==> src/rtl/routing_table_prog_if.sv <==
`default_nettype none
// ============================================================================
// Module      : routing_table_prog_if
// Description : Config-write and lookup signal bundle for routing_table_prog.
// Revision    : 1.0 - initial release
// ============================================================================
interface routing_table_prog_if #(
  parameter int XW = 3,
  parameter int YW = 2,
  parameter int PW = 3
);
  logic          init_req;
  logic          rdy;
  logic          cfg_we;
  logic [XW-1:0] cfg_xpos;
  logic [YW-1:0] cfg_ypos;
  logic [PW-1:0] cfg_port;
  logic          cfg_ack;
  logic          cfg_err;
  logic          lk_valid;
  logic [XW-1:0] lk_xpos;
  logic [YW-1:0] lk_ypos;
  logic          lk_out_valid;
  logic [PW-1:0] lk_port;
  logic          lk_err;

  modport master (
    output init_req, cfg_we, cfg_xpos, cfg_ypos, cfg_port,
    output lk_valid, lk_xpos, lk_ypos,
    input  rdy, cfg_ack, cfg_err, lk_out_valid, lk_port, lk_err
  );

  modport slave (
    input  init_req, cfg_we, cfg_xpos, cfg_ypos, cfg_port,
    input  lk_valid, lk_xpos, lk_ypos,
    output rdy, cfg_ack, cfg_err, lk_out_valid, lk_port, lk_err
  );
endinterface
`default_nettype wire

==> src/rtl/routing_table_prog.sv <==
`default_nettype none
// ============================================================================
// Module      : routing_table_prog
// Description : Runtime-programmable mesh routing table, self-loaded with YX
//               default routes after reset or on request; registered lookup.
// Revision    : 1.0 - initial release
// ============================================================================
module routing_table_prog #(
  parameter int XDIM    = 5,
  parameter int YDIM    = 4,
  parameter int XW      = 3,
  parameter int YW      = 2,
  parameter int PW      = 3,
  parameter int MY_XPOS = 0,
  parameter int MY_YPOS = 0
) (
  input  wire logic             clk,
  input  wire logic             rst,
  routing_table_prog_if.slave   bus
);

  localparam int N  = XDIM * YDIM;
  localparam int IW = (N > 1) ? $clog2(N) : 1;

  localparam logic [PW-1:0] PORT_NEG_Y   = PW'(0);
  localparam logic [PW-1:0] PORT_POS_X   = PW'(1);
  localparam logic [PW-1:0] PORT_POS_Y   = PW'(2);
  localparam logic [PW-1:0] PORT_NEG_X   = PW'(3);
  localparam logic [PW-1:0] PORT_LOCAL   = PW'(4);
  localparam logic [PW-1:0] PORT_INVALID = PW'(7);

  localparam logic [0:0] ST_INIT = 1'b0;
  localparam logic [0:0] ST_RUN  = 1'b1;

  logic [0:0]    r_state;
  logic [XW-1:0] r_init_x;
  logic [YW-1:0] r_init_y;
  logic [PW-1:0] r_table [N];

  logic          r_cfg_ack;
  logic          r_cfg_err;
  logic          r_lk_out_valid;
  logic [PW-1:0] r_lk_port;
  logic          r_lk_err;

  logic          w_rdy;
  logic          w_init_last;
  logic          w_cfg_in_range;
  logic          w_lk_in_range;
  logic          w_cfg_accept;
  logic [IW-1:0] w_init_idx;
  logic [IW-1:0] w_cfg_idx;
  logic [IW-1:0] w_lk_idx;

  // Column-major flattening: x selects a block of YDIM consecutive entries.
  function automatic logic [IW-1:0] entry_idx(input logic [XW-1:0] x,
                                              input logic [YW-1:0] y);
    return IW'(int'(x) * YDIM + int'(y));
  endfunction

  // YX dimension order: resolve the row first, then the column.
  function automatic logic [PW-1:0] yx_port(input logic [XW-1:0] x,
                                            input logic [YW-1:0] y);
    logic [PW-1:0] port;
    if (int'(y) < MY_YPOS)      port = PORT_NEG_Y;
    else if (int'(y) > MY_YPOS) port = PORT_POS_Y;
    else if (int'(x) > MY_XPOS) port = PORT_POS_X;
    else if (int'(x) < MY_XPOS) port = PORT_NEG_X;
    else                        port = PORT_LOCAL;
    return port;
  endfunction

  always_comb begin
    w_rdy          = (r_state == ST_RUN);
    w_init_last    = (int'(r_init_x) == XDIM - 1) && (int'(r_init_y) == YDIM - 1);
    w_cfg_in_range = (int'(bus.cfg_xpos) < XDIM) && (int'(bus.cfg_ypos) < YDIM);
    w_lk_in_range  = (int'(bus.lk_xpos) < XDIM) && (int'(bus.lk_ypos) < YDIM);
    // A reload request in the same cycle takes priority over the write.
    w_cfg_accept   = bus.cfg_we && w_rdy && !bus.init_req && w_cfg_in_range;
    w_init_idx     = entry_idx(r_init_x, r_init_y);
    w_cfg_idx      = entry_idx(bus.cfg_xpos, bus.cfg_ypos);
    w_lk_idx       = entry_idx(bus.lk_xpos, bus.lk_ypos);
  end

  // Init sequencer and table storage.
  always_ff @(posedge clk or posedge rst) begin
    if (rst) begin
      r_state  <= ST_INIT;
      r_init_x <= '0;
      r_init_y <= '0;
      for (int i = 0; i < N; i++) begin
        r_table[i] <= '0;
      end
    end else begin
      case (r_state)
        ST_INIT: begin
          if (bus.init_req) begin
            r_init_x <= '0;
            r_init_y <= '0;
          end else begin
            r_table[w_init_idx] <= yx_port(r_init_x, r_init_y);
            if (w_init_last) begin
              r_state  <= ST_RUN;
              r_init_x <= '0;
              r_init_y <= '0;
            end else if (int'(r_init_y) == YDIM - 1) begin
              r_init_y <= '0;
              r_init_x <= r_init_x + XW'(1);
            end else begin
              r_init_y <= r_init_y + YW'(1);
            end
          end
        end
        ST_RUN: begin
          if (bus.init_req) begin
            r_state  <= ST_INIT;
            r_init_x <= '0;
            r_init_y <= '0;
          end else if (w_cfg_accept) begin
            r_table[w_cfg_idx] <= bus.cfg_port;
          end
        end
        default: begin
          r_state <= ST_INIT;
        end
      endcase
    end
  end

  // Status pulses and registered lookup; result fields hold while idle.
  always_ff @(posedge clk or posedge rst) begin
    if (rst) begin
      r_cfg_ack      <= 1'b0;
      r_cfg_err      <= 1'b0;
      r_lk_out_valid <= 1'b0;
      r_lk_port      <= '0;
      r_lk_err       <= 1'b0;
    end else begin
      r_cfg_ack      <= w_cfg_accept;
      r_cfg_err      <= bus.cfg_we && !w_cfg_accept;
      r_lk_out_valid <= bus.lk_valid;
      if (bus.lk_valid) begin
        if (w_rdy && w_lk_in_range) begin
          r_lk_port <= r_table[w_lk_idx];
          r_lk_err  <= 1'b0;
        end else begin
          r_lk_port <= PORT_INVALID;
          r_lk_err  <= 1'b1;
        end
      end
    end
  end

  assign bus.rdy          = w_rdy;
  assign bus.cfg_ack      = r_cfg_ack;
  assign bus.cfg_err      = r_cfg_err;
  assign bus.lk_out_valid = r_lk_out_valid;
  assign bus.lk_port      = r_lk_port;
  assign bus.lk_err       = r_lk_err;

endmodule
`default_nettype wire

==> src/flat_wrapper.sv <==
// flat-port wrapper written by rule: the top's interface ports become plain ports
module routing_table_prog_flat 
#(
  parameter int XDIM    = 5,
  parameter int YDIM    = 4,
  parameter int XW      = 3,
  parameter int YW      = 2,
  parameter int PW      = 3,
  parameter int MY_XPOS = 0,
  parameter int MY_YPOS = 0
)
  (clk, rst, bus_init_req, bus_cfg_we, bus_cfg_xpos, bus_cfg_ypos, bus_cfg_port, bus_lk_valid, bus_lk_xpos, bus_lk_ypos, bus_rdy, bus_cfg_ack, bus_cfg_err, bus_lk_out_valid, bus_lk_port, bus_lk_err);
  routing_table_prog_if #(.XW(XW), .YW(YW), .PW(PW)) bus_i ();
  input  wire logic clk;
  input  wire logic rst;
  input wire logic [$bits(bus_i.init_req)-1:0] bus_init_req;
  input wire logic [$bits(bus_i.cfg_we)-1:0] bus_cfg_we;
  input wire logic [$bits(bus_i.cfg_xpos)-1:0] bus_cfg_xpos;
  input wire logic [$bits(bus_i.cfg_ypos)-1:0] bus_cfg_ypos;
  input wire logic [$bits(bus_i.cfg_port)-1:0] bus_cfg_port;
  input wire logic [$bits(bus_i.lk_valid)-1:0] bus_lk_valid;
  input wire logic [$bits(bus_i.lk_xpos)-1:0] bus_lk_xpos;
  input wire logic [$bits(bus_i.lk_ypos)-1:0] bus_lk_ypos;
  output wire logic [$bits(bus_i.rdy)-1:0] bus_rdy;
  output wire logic [$bits(bus_i.cfg_ack)-1:0] bus_cfg_ack;
  output wire logic [$bits(bus_i.cfg_err)-1:0] bus_cfg_err;
  output wire logic [$bits(bus_i.lk_out_valid)-1:0] bus_lk_out_valid;
  output wire logic [$bits(bus_i.lk_port)-1:0] bus_lk_port;
  output wire logic [$bits(bus_i.lk_err)-1:0] bus_lk_err;
  assign bus_i.init_req = bus_init_req;
  assign bus_i.cfg_we = bus_cfg_we;
  assign bus_i.cfg_xpos = bus_cfg_xpos;
  assign bus_i.cfg_ypos = bus_cfg_ypos;
  assign bus_i.cfg_port = bus_cfg_port;
  assign bus_i.lk_valid = bus_lk_valid;
  assign bus_i.lk_xpos = bus_lk_xpos;
  assign bus_i.lk_ypos = bus_lk_ypos;
  assign bus_rdy = bus_i.rdy;
  assign bus_cfg_ack = bus_i.cfg_ack;
  assign bus_cfg_err = bus_i.cfg_err;
  assign bus_lk_out_valid = bus_i.lk_out_valid;
  assign bus_lk_port = bus_i.lk_port;
  assign bus_lk_err = bus_i.lk_err;
  routing_table_prog #(.XDIM(XDIM), .YDIM(YDIM), .XW(XW), .YW(YW), .PW(PW), .MY_XPOS(MY_XPOS), .MY_YPOS(MY_YPOS)) u_core (.clk(clk), .rst(rst), .bus(bus_i));
endmodule
==> config.mk <==
export PLATFORM = sky130hd
export DESIGN_NAME = routing_table_prog_flat
export DESIGN_NICKNAME = d
export VERILOG_FILES = /design/src/rtl/routing_table_prog_if.sv /design/src/rtl/routing_table_prog.sv /design/src/flat_wrapper.sv
export SDC_FILE = /design/constraint.sdc
export NUM_CORES = 1
export LEC_CHECK = 0
export ABC_AREA = 1
export ABC_CLOCK_PERIOD_IN_PS = 2300
export CAP_MARGIN = 30
export CORE_ASPECT_RATIO = 1.25
export CORE_MARGIN = 8
export CORE_UTILIZATION = 55
export CTS_CLUSTER_DIAMETER = 150
export DETAILED_ROUTE_END_ITERATION = 10
export PLACE_DENSITY = 0.77
export SETUP_SLACK_MARGIN = 0.02
export SYNTH_ARGS = -nofsm -noshare
export SYNTH_HDL_FRONTEND = slang
export SYNTH_SLANG_ARGS = --single-unit
==> constraint.sdc <==
create_clock -name clk -period 2.3 [get_ports clk]
set_clock_uncertainty 0.15 [all_clocks]
set_input_delay 0.345 -clock clk [delete_from_list [all_inputs] [get_ports clk]]
set_output_delay 0.345 -clock clk [all_outputs]
set_load 0.005 [all_outputs]
# After elaboration in Yosys (flattened, before gate mapping)
# Cells that the tools add are included.
# W data, S select, Z words.
classes:
  n_div: 0
  reduce_logical: 12
  multipliers: 0
  n_bitwise: 4
  shift: 0
  n_lt_le_gt_ge: 9
  muxes: 33
  add_sub_neg: 5
  n_eq_ne: 7
op_table:
  columns: ["cell", "count"]
  rows:
  - ["$mux W60", 3]
  - ["$bwmux W60", 2]
  - ["$pmux W60 S2", 1]
  - ["$mux W3", 13]
  - ["$demux W3 S5", 2]
  - ["$ge A6 B6 Y1 const B", 3]
  - ["$not A5 Y6", 3]
  - ["$add A5 B2 Y5", 3]
  - ["$bmux W3 S5", 1]
  - ["$lt A6 B1 Y1 const B", 2]
  - ["$logic_and A1 B1 Y1", 8]
  - ["$mux W2", 4]
  - ["$ne A2 B2 Y1 const B", 4]
  - ["$lt A3 B3 Y1 const B", 2]
  - ["$pmux W3 S2", 1]
  - ["$mux W1", 4]
  - ["$ne A4 B2 Y1 const B", 1]
  - ["$pmux W2 S2", 1]
  - ["$add A3 B1 Y3 const B", 1]
  - ["$eq A3 B3 Y1 const B", 1]
  - ["$gt A3 B1 Y1 const B", 1]
  - ["$reduce_and A3 Y1", 1]
  - ["$add A2 B1 Y2 const B", 1]
  - ["$eq A2 B1 Y1 const B", 1]
  - ["other kinds (5)", 6]
word_totals:
  ram_bits: 0
  memories: 0
  latchBits: 0
  out_inout_bits: 8
  romBits: 0
  ff_bits: 73

# Logic depth before layout (Yosys ltp)
# Gate-level depths: netlist (run 1).
logic_depth:
  depth_word: 10
  ltp_mapped: 12

# Worst setup path before layout (run 1)
# No wires, ideal clock.
synth_timing:
  path_kind: "reg-to-reg"
  startpoint: "register u_core.r_init_x[1]"
  endpoint: "register u_core.r_table[35] in the netlist's numbering"
  path_slack_ns: 0.597
  n_path_buf: 1
  stages_incl_launch_ff: 10
  synth_period_minus_slack_ns: 1.703
  setup_time_ns: 0.077
  required_ns: 2.073
  arrival_ns: 1.476
  path_cell_list: "dfrtp_1 -> inv_1 -> ha_1 -> nand2_1 -> nor3_2 -> inv_1 -> buf_2 -> o22ai_1 -> nand2_1 -> o21ai_1"
synth_between:
  elab_chain_cells: 9
synth_rtl:
  columns: ["item", "line_no", "rtl"]
  rows:
  - ["start, declared", "routing_table_prog.sv:36", "logic [XW-1:0] r_init_x;"]
  - ["start signal, assigned", "routing_table_prog.sv:108", "r_init_x <= r_init_x + XW'(1);"]
  - ["$add A5 B2 Y5", "routing_table_prog.sv:58", "return IW'(int'(x) * YDIM + int'(y));"]
  - ["$not A5 Y6 (not written as such)", "routing_table_prog.sv:101", "r_table[w_init_idx] <= yx_port(r_init_x, r_init_y);"]
  - ["$ge A6 B6 Y1 (not written as such) or $lt A6 B1 Y1 (tied branches)", "routing_table_prog.sv:101", null]
  - ["$logic_and A1 B1 Y1 (not written as such)", "routing_table_prog.sv:101", null]
  - ["$mux W3 (not written as such)", "routing_table_prog.sv:101", null]
  - ["$demux W3 S5", "routing_table_prog.sv:101", null]
  - ["$bwmux W60 *", "routing_table_prog.sv:101", null]
  - ["$mux W60 *", "routing_table_prog.sv:97", "if (bus.init_req) begin"]
  - ["$pmux W60 S2 *", "routing_table_prog.sv:95", "case (r_state)"]
  - ["end signal, assigned by index", "routing_table_prog.sv:101", null]
  - ["end signal, assigned by index", "routing_table_prog.sv:120", "r_table[w_cfg_idx] <= bus.cfg_port;"]
  - ["end, declared", "routing_table_prog.sv:38", "logic [PW-1:0] r_table [N];"]
# Every way passes the cells marked *; elsewhere a longest branch is shown, timed or not. The select of a mux whose other input is x is not followed.
# A chain may end at the register's enable or synchronous reset.

# Worst setup path after layout (run 1)
layout_timing:
  startpoint: "register u_core.r_state (netlist: u_core.bus.rdy)"
  endpoint: "output bus_rdy"
layout_lines:
  columns: ["item", "line_no", "rtl"]
  rows:
  - ["start, declared", "routing_table_prog.sv:35", "logic [0:0] r_state;"]
  - ["start signal, assigned", "routing_table_prog.sv:88", "r_state <= ST_INIT;"]
  - ["start signal, assigned", "routing_table_prog.sv:103", "r_state <= ST_RUN;"]
  - ["start signal, assigned", "routing_table_prog.sv:116", "r_state <= ST_INIT;"]
  - ["end, declared", "flat_wrapper.sv:24", "output wire logic [$bits(bus_i.rdy)-1:0] bus_rdy;"]
# No word-level cell between the ends.

==> out/metrics.cfg, run 1 <==
[outcome]
status=complete, no violations

[route]
vias=4617
drt_wl_total_um=13200
remaining_drc_errors=0
avgViaCountPerCell=5.81
wl_per_cell_um=16.6
dr.first_iter.drc_count=474
ant_nets=0
firstDrtPassIters=5

[global_route]
grt_max_degree=54
antenna_found_initial=0
grtUsageMet1_pct=28.8
grt_pass1_vias=4573
grtUsageTotal_pct=23.5
met2_usage_pct=38.6
met3_usage_pct=4.84
grt_pass1_wl_um=22200
grt-busiest-layer=met2
grt_remaining_overflow=0

[synthesis]
ys_seq_area_share_pct=39.2
synth-compound-area-share_pct=20.4
muxShareOfSynthArea_pct=0
syn_nets=679
synthAdderAreaFrac_pct=1.61
synth_area_mm2=0.00466
yosys.area_share.simple_pct=28.1
synth_top_area_cell=dfrtp_1
avgSynthCellArea_um2=7.11
yosys.area.top_type_share_pct=39.2
postSynthCellCount=655
yosys_warnings=0
synth-xor-area-share_pct=0.188
synth.area.top_cells=dfrtp_1, nand2_1, inv_1, o22ai_1, o21ai_0
synth_top_family_by_area=simple AND/OR/NAND/NOR gates
yosysUniqueCellTypes=32
synth_seq_cells=73

[clock_tree]
hold_buffers=0
clockBufferDepth=2
clock_latency_ps=360
root_buffer=clkbuf_8
clk_pin_slew_ps=80
clock_sinks=73
cts_tree=done
htree_levels=3
cts_buffers=9

[flow_run]
maxCapViolCount=0

[pwr]
power.leakage_nw=2.44
pwr-share-seq_pct=44.9
comb_power_share_pct=21.8
clockPowerShare_pct=33.4
power_density_mw_per_mm2=633
ir_worst_vdd_uv=374
p_total_w=0.00340
p_int_w=0.00236
p_sw_w=0.00105
swShare_pct=30.7

[sta]
finalSetupTns_ps=0
fmax_ghz=0.467
tightest_slew_ps=600
final_hold_viol_count=0
rsz0062_at_grt=no
fin_crit_sh_pct=93.0
slew_headroom_pct=59.7
slew_viol_final=0
fin_crit_ps=2140
finalSetupViolCount=0

[setup_path]
r2r-end=u_core.r_table[29]
r2r-start=u_core.r_init_x[1]
reg2reg_depth=8
endpoint=bus_rdy
cp_slowest_stage_delay_ps=540
cp.required_ps=1800
end_kind=output pin
slowest_stage=clkdlybuf4s50_1
path_class=reg2out
crit_chain=buf_4 -> clkdlybuf4s50_1
ff2ff_setup_slack_ps=190
critical_path_depth=2
crit_family=buffers and inverters
cp_max_fo=11
startpoint=u_core.bus.rdy
critPathLaunchType=register
arrival_ps=1650
cp.buffers_inverters=2

[floorplanning]
dieHeight_um=119
die-area_mm2=0.0117
io-pin-count=26
initial_utilization_pct=56.5
core_area_mm2=0.00824
rows=37
die_w_um=98.3

[finish]
syn2layout_area_growth_pct=15.4
final_nets=718
diodes=0
drive_gt1_share_pct=11.9

[place]
dp_hpwl_um=9710
port_buffers=25
place_congestion=0.991

[min_path]
hold_class=in2async

-- logic make-up (layout without fill, tap and decap cells) --
logic type,Yosys count,in the layout
AOI/OAI and AO/OA,145,145
xor gates and xnor gates,1,1
adders and majority gates,6,6
buffers and inverters,121,164
DFF,73,73
and+or+nand+nor,309,309
-- layer usage --
| metal | share of wire [%] | wire (um) |
|---|---|---|
| met1 | 40 | 5350 |
| met2 | 47 | 6240 |
| met3 | 8.6 | 1140 |
| met4 | 3.7 | 495 |
| met5 | 0 | 0 |
-- synth_stat cells --
| library cell | instances |
|---|---|
| nand2_1 | 212 |
| inv_1 | 94 |
| dfrtp_1 | 73 |
| o21ai_0 | 53 |
| o22ai_1 | 50 |
| nand3_1 | 46 |
| nor2_1 | 27 |
| a21oi_1 | 11 |
| buf_2 | 11 |
| o21ai_1 | 11 |
| a21oi_4 | 9 |
| nand2_2 | 7 |
| nor3_2 | 7 |
| ha_1 | 6 |
| a21oi_2 | 5 |
| clkbuf_1 | 5 |
| inv_2 | 5 |
| buf_4 | 3 |
| nor3_1 | 3 |
| buf_1 | 2 |
| nand4_1 | 2 |
| nor2_2 | 2 |
| o211ai_2 | 2 |
| a31oi_4 | 1 |
| and3_2 | 1 |
| buf_6 | 1 |
| nand3b_2 | 1 |
| nor2_4 | 1 |
| o21a_1 | 1 |
| o22a_1 | 1 |
| o32ai_1 | 1 |
| xnor2_1 | 1 |
-- timing repair --
item | in CTS | in global routing
setup buffers | 0 | 0
resized for setup | 0 | 1
endpoints found under the setup margin | 0 | 1
-- cell type report --
type / count / area [um2]
fill: 737 / 2870
clock inverter: 5 / 80.1
sequential: 73 / 1830
clock buffer: 10 / 138
multi-input combinational: 461 / 2340
timing repair buffer: 50 / 488
tap: 97 / 121
inverter: 99 / 375
-- stage by stage --
step / setup WS (ps) / hold WS, ps / instance area (um2) / std cells / utilization, %
after CTS: 59.6 / 222 / 5370 / 795 / 65.2
after global placement: 108 / 315 / 5160 / 780 / 62.6
after global routing: 91.6 / 254 / 5380 / 795 / 65.2
after detailed placement: -1.39 / 323 / 5160 / 780 / 62.6
after floorplan: 597 / 226 / 4660 / 655 / -
final: 160 / 211 / 5380 / 795 / 65.2
-- power by group through the flow --
stage               combinational (W)  sequential [W]  clock (W)
floorplan                    0.000490         0.00154          0
global placement             0.000711         0.00154          0
detailed placement           0.000728         0.00155          0
CTS                          0.000732         0.00153    0.00114
global route                 0.000834         0.00154    0.00119
finish                       0.000741         0.00153    0.00114
-- flip-flops by register name (all words and copies together) (netlist names) --
register	flops
u_core.bus.rdy	1
u_core.bus.cfg_err	1
u_core.bus.cfg_ack	1
u_core.r_table	60
u_core.bus.lk_port	3
u_core.bus.lk_out_valid	1
u_core.r_init_x	3
u_core.r_init_y	2
u_core.bus.lk_err	1
-- cells in the final DEF, fill, tap and decap left out, drive strengths merged, types with 2 or more instances in the layout --
master	n
nand2	219
inv	98
dfrtp	73
o21ai	64
o22ai	50
nand3	46
nor2	30
clkdlybuf4s50	25
buf	25
a21oi	25
clkbuf	10
nor3	10
ha	6
clkinvlp	3
o211ai	2
nand4	2
bufinv	2
-- worst min-delay path by stage --
| stage | end | from | slack, ps | depth (start not counted) |
|---|---|---|---|---|
| after floorplan | u_core.bus.lk_out_valid | bus_lk_valid | 230 | 0 |
| after global placement | u_core.r_table[8] | u_core.r_table[8] | 310 | 2 |
| after detailed placement | u_core.r_table[4] | u_core.r_table[4] | 320 | 2 |
| after CTS | u_core.r_table[26] | rst | 220 | 2 |
| after global routing | u_core.r_table[26] | rst | 250 | 2 |
| final | u_core.r_table[26] | rst | 210 | 2 |
Note: power is estimated with default switching activity, not from simulation.
==> run 2: changes to the inputs <==
Settings changed: PLACE_DENSITY 0.77 to not set, PLACE_DENSITY_LB_ADDON set to 0.15.
==> run 2 against run 1 <==
Routed wire length rose by 1.1%. Fmax fell by 1.2%. Highest routed layer unchanged. Combinational power barely moved. Power fell by 3.2%. Sequential power barely moved. Clock-buffer cell count rose by 1. Cell count fell by 0.13%.
==> out/metrics.cfg, run 2 (synthesized netlist as in run 1, its figures left out) <==
[route]
wl_met2_um=6400
drt_wl_total_um=13400
highest_layer=met4
avgViaCountPerCell=5.76
ant_nets=0
wl_met3_um=842
wl_per_cell_um=16.8
wl_met1_um=5620
remaining_drc_errors=0
firstDrtPassIters=5
dr.first_iter.drc_count=391
vias=4575

[finish]
multi_input_area_mm2=0.00234
drive_gt1_share_pct=11.6
final_common_cell=nand2_1
final_util_pct=64.9
largest_register_ffs=60
ff_latch_area_mm2=0.00183
fill_cells=740
syn2layout_area_growth_pct=14.9
largest-register=u_core.r_table
final_cells=794
mostFrequentLayoutCells=nand2_1, inv_1, dfrtp_1, o21ai_0, o22ai_1
final_nets=716
diodes=0
fin_area_mm2=0.00535

[setup_path]
slowest_stage=clkdlybuf4s50_1
cp.required_ps=1800
r2r-end=u_core.r_table[7]
reg2reg_depth=7
crit_chain=buf_4 -> clkdlybuf4s50_1
ff2ff_setup_slack_ps=240
r2r-start=u_core.r_init_y[0]
arrival_ps=1670
startpoint=u_core.bus.rdy
cp_max_fo=12
end_kind=output pin
cp_slowest_stage_delay_ps=540
endpoint=bus_rdy
path_class=reg2out
critPathLaunchType=register

[pwr]
p_total_w=0.00330
p_sw_w=0.00105
pwr-share-seq_pct=46.2
swShare_pct=31.7
power.leakage_nw=2.43
p_int_w=0.00225
clockPowerShare_pct=31.3
ir_worst_vdd_uv=419
power_density_mw_per_mm2=616
comb_power_share_pct=22.4

[global_route]
antenna_found_initial=0
grt_remaining_overflow=0
grt_pass1_wl_um=21800
grt_pass1_vias=4371
grt_max_degree=74
grtUsageTotal_pct=23.7

[floorplanning]
die_w_um=98.3
dieHeight_um=119
rows=37
io-pin-count=26
initial_utilization_pct=56.5
core_area_mm2=0.00824
die-area_mm2=0.0117

[clock_tree]
clk_pin_slew_ps=80
cts_tree=done
root_buffer=clkbuf_8
clockBufferDepth=2
clock_sinks=73
cts_buffers=9
htree_levels=3
clock_latency_ps=370

[sta]
tightest_slew_ps=630
rsz0062_at_grt=no
fin_crit_ps=2170
finalSetupTns_ps=0
fin_crit_sh_pct=94.2
fmax_ghz=0.461
final_hold_viol_count=0
finalSetupViolCount=0
slew_headroom_pct=57.9
slew_viol_final=0

[min_path]
hold_class=in2async

[place]
dp_hpwl_um=9580
port_buffers=25
placed_area_mm2=0.00515
placed_cells=778
place_congestion=0.939

[flow_run]
maxCapViolCount=0

[outcome]
status=complete, no violations

==> run 2: cell types whose count changed in the layout (fill, tap and decap cells not counted) <==
cell and delta:
buf_12 +1, buf_4 -3, bufinv_16 -1, clkbuf_1 +1
clkinv_2 +1
==> run 2: stage by stage <==
stage | hold slack (ps) | setup WS (ps)
finish | 280 | 133
global route | 332 | 101
CTS | 298 | 136
detailed placement | 322 | 93.7
global placement | 316 | 163
floorplan | 226 | 597
==> run 2: what timing repair did <==
| item | in CTS | in global routing |
|---|---|---|
| buffers inserted | 0 | 0 |
| resized for setup | 1 | 0 |
| endpoints found under the setup margin | 1 | 0 |
| hold buffers | 0 | 0 |
==> run 2: power by group through the flow <==
stage	Clock, W	Combinational (W)	Sequential (W)
2_1_floorplan	0	0.000490	0.00154
3_3_place_gp	0	0.000711	0.00154
3_5_place_dp	0	0.000726	0.00155
4_1_cts	0.00104	0.000731	0.00152
5_1_grt	0.00108	0.000833	0.00154
6_report	0.00103	0.000739	0.00152
==> run 2: critical path, delay by kind of cell, from the launching register on <==
family | cells | cell delay (ps)
buffers and inverters | 2 | 800
DFF | 1 | 500
==> run 2: worst min path at each step <==
| stage | startpoint | endpoint | slack (ps) | cells after the start |
|---|---|---|---|---|
| after floorplan | bus_lk_valid | u_core.bus.lk_out_valid | 230 | 0 |
| after global placement | u_core.r_table[8] | u_core.r_table[8] | 320 | 2 |
| after detailed placement | u_core.r_table[8] | u_core.r_table[8] | 320 | 2 |
| after CTS | rst | u_core.r_table[13] | 300 | 3 |
| after global routing | rst | u_core.r_table[13] | 330 | 3 |
| final | rst | u_core.r_table[13] | 280 | 3 |
==> run 2: per-layer routing <==
metal	GRT usage, %	vias to the layer above
met3	4.31	33
li1	-	2206
met1	29.0	2149
met5	0	-
met4	14.7	0
met2	37.8	187
==> run 2: final cells by class <==
class                   count  area share (%)
well taps                  97            2.27
multi-input cells         461            43.8
clock inverters             5            1.03
inverters                  99            7.01
repair buffers             48            9.07
clock buffers              11            2.64
flip-flops and latches     73            34.2
==> run 3: changes to the inputs <==
Settings changed: CORE_MARGIN 8 to 1.5, CTS_BUF_LIST set to sky130_fd_sc_hd__clkbuf_4 sky130_fd_sc_hd__clkbuf_8.
==> run 3 against run 2 <==
Setup slack got worse by 14 ps. Critical endpoint unchanged. Sequential power hardly changed. Critical path type unchanged. The flow now finishes with violations (DRC). Largest power group unchanged. Combinational power barely moved. Fmax decreased by 0.66%. Die area down 23%. Global-route usage is 8.1 points higher. Design area up 1.1%. Highest routed layer unchanged. Sequential share of layout area fell by 0.36 points. Clock-buffer cell count did not move. Cell count fell by 0.38%. Power grew 11%. Critical path depth unchanged.
==> out/metrics.cfg, run 3 (synthesized netlist as in run 1, its figures left out) <==
[route]
ant_nets=0
wl_per_cell_um=17.0
avgViaCountPerCell=5.83
vias=4611
remaining_drc_errors=1
drt_wl_total_um=13500
dr.first_iter.drc_count=520
firstDrtPassIters=8

[place]
pre_cts_ws_ps=106
place_congestion=0.901
placed_area_mm2=0.00513
placed_cells=775
dp_hpwl_um=9210
port_buffers=25

[sta]
fmax_ghz=0.458
finalSetupTns_ps=0
final_hold_viol_count=0
rsz0062_at_grt=no
finalSetupViolCount=0
slew_viol_final=0
fin_crit_ps=2180
worst_slack_ps=119
slew_headroom_pct=54.0
hold_ws_ps=271
tightest_slew_ps=688
fin_crit_sh_pct=94.8

[global_route]
grt_remaining_overflow=0
grt_max_degree=74
grt_pass1_wl_um=22000
grt_pass1_vias=4512
grtUsageTotal_pct=31.7
antenna_found_initial=0

[finish]
ff_latch_area_mm2=0.00183
drive_gt1_share_pct=11.4
fin_area_mm2=0.00541
fill_cells=738
largest-register=u_core.r_table
diodes=0
mostFrequentLayoutCells=nand2_1, inv_1, dfrtp_1, o21ai_0, o22ai_1
final_nets=713
multi_input_area_mm2=0.00234
final_common_cell=nand2_1
largest_register_ffs=60
syn2layout_area_growth_pct=16.1
final_cells=791

[floorplanning]
die_w_um=85.3
io-pin-count=26
die-area_mm2=0.00903
initial_utilization_pct=56.5
dieHeight_um=106
core_area_mm2=0.00824
rows=37

[clock_tree]
htree_levels=3
cts_tree=done
root_buffer=clkbuf_8
clk_pin_slew_ps=80
clock_sinks=73
clock_latency_ps=370
hold_buffers=0
cts_buffers=9
clockBufferDepth=2

[setup_path]
cp.required_ps=1800
cp_slowest_stage_delay_ps=570
arrival_ps=1690
path_class=reg2out
critPathLaunchType=register
crit_chain=buf_4 -> clkdlybuf4s50_1
crit_family=buffers and inverters
cp_max_fo=14
end_kind=output pin
cp.buffers_inverters=2
ff2ff_setup_slack_ps=170
slowest_stage=dfrtp_2

[outcome]
status=finished, violations left
failed_checks=DRC

[min_path]
hold_class=in2async

[pwr]
power.leakage_nw=2.46
ir_worst_vdd_uv=371
power_density_mw_per_mm2=678

[flow_run]
maxCapViolCount=0

## run 3: cell count changes in the layout (fill, tap and decap cells not counted), sizes merged
cell,change
buf,-3
bufinv,+3
clkinv,-1
clkinvlp,-2
## run 3: final timing paths
check	startpoint	to	depth (start not counted)
max in group asynchronous	rst	u_core.bus.rdy	3
min	rst	u_core.r_table[17]	3
max	u_core.bus.rdy	bus_rdy	2
min reg2reg	u_core.r_table[8]	u_core.r_table[8]	2
max reg2reg	u_core.r_init_y[0]	u_core.r_table[0]	8
min in group clk	u_core.r_table[8]	u_core.r_table[8]	2
## run 3: what timing repair did
item,CTS,global route
gates resized for setup,1,0
buffers inserted,0,0
endpoints found under the setup margin,1,0
## run 3: area by class of cell
type / count / share of cell area [%]
Timing Repair Buffer: 45 / 8.56
Clock buffer: 11 / 2.80
Sequential cell: 73 / 33.8
Clock inverter: 5 / 2.31
Multi-Input combinational cell: 461 / 43.3
Tap cell: 97 / 2.24
Inverter: 99 / 6.94
## run 3: where the power goes
group	total, W	switching (W)	leakage, nW	internal (W)
clock network	0.00140	0.000513	0.140	0.000888
logic	0.000740	0.000494	1.44	0.000245
registers	0.00152	0.0000547	0.883	0.00147
total	0.00366	0.00106	2.46	0.00260
## run 3: per-stage QoR
step	power (W)	utilization [%]
global placement	0.00225	62.3
floorplan	0.00203	-
CTS	0.00366	65.6
finish	0.00366	65.6
detailed placement	0.00227	62.3
global route	0.00381	65.6
## run 3: tightest hold or removal path, cell delays in order
cell,delay (ps)
clkdlybuf4s50_1,440
clkinvlp_4,90
buf_12,330
## run 3: layer usage
layer  track usage [%]  vias to the layer above  part of all wire [%]
li1                  -                     2198                     -
met1              42.7                     2120                    41
met2              48.4                      240                    45
met3              3.73                       53                   8.4
met4              20.5                        0                   5.0
met5                 0                        -                     0
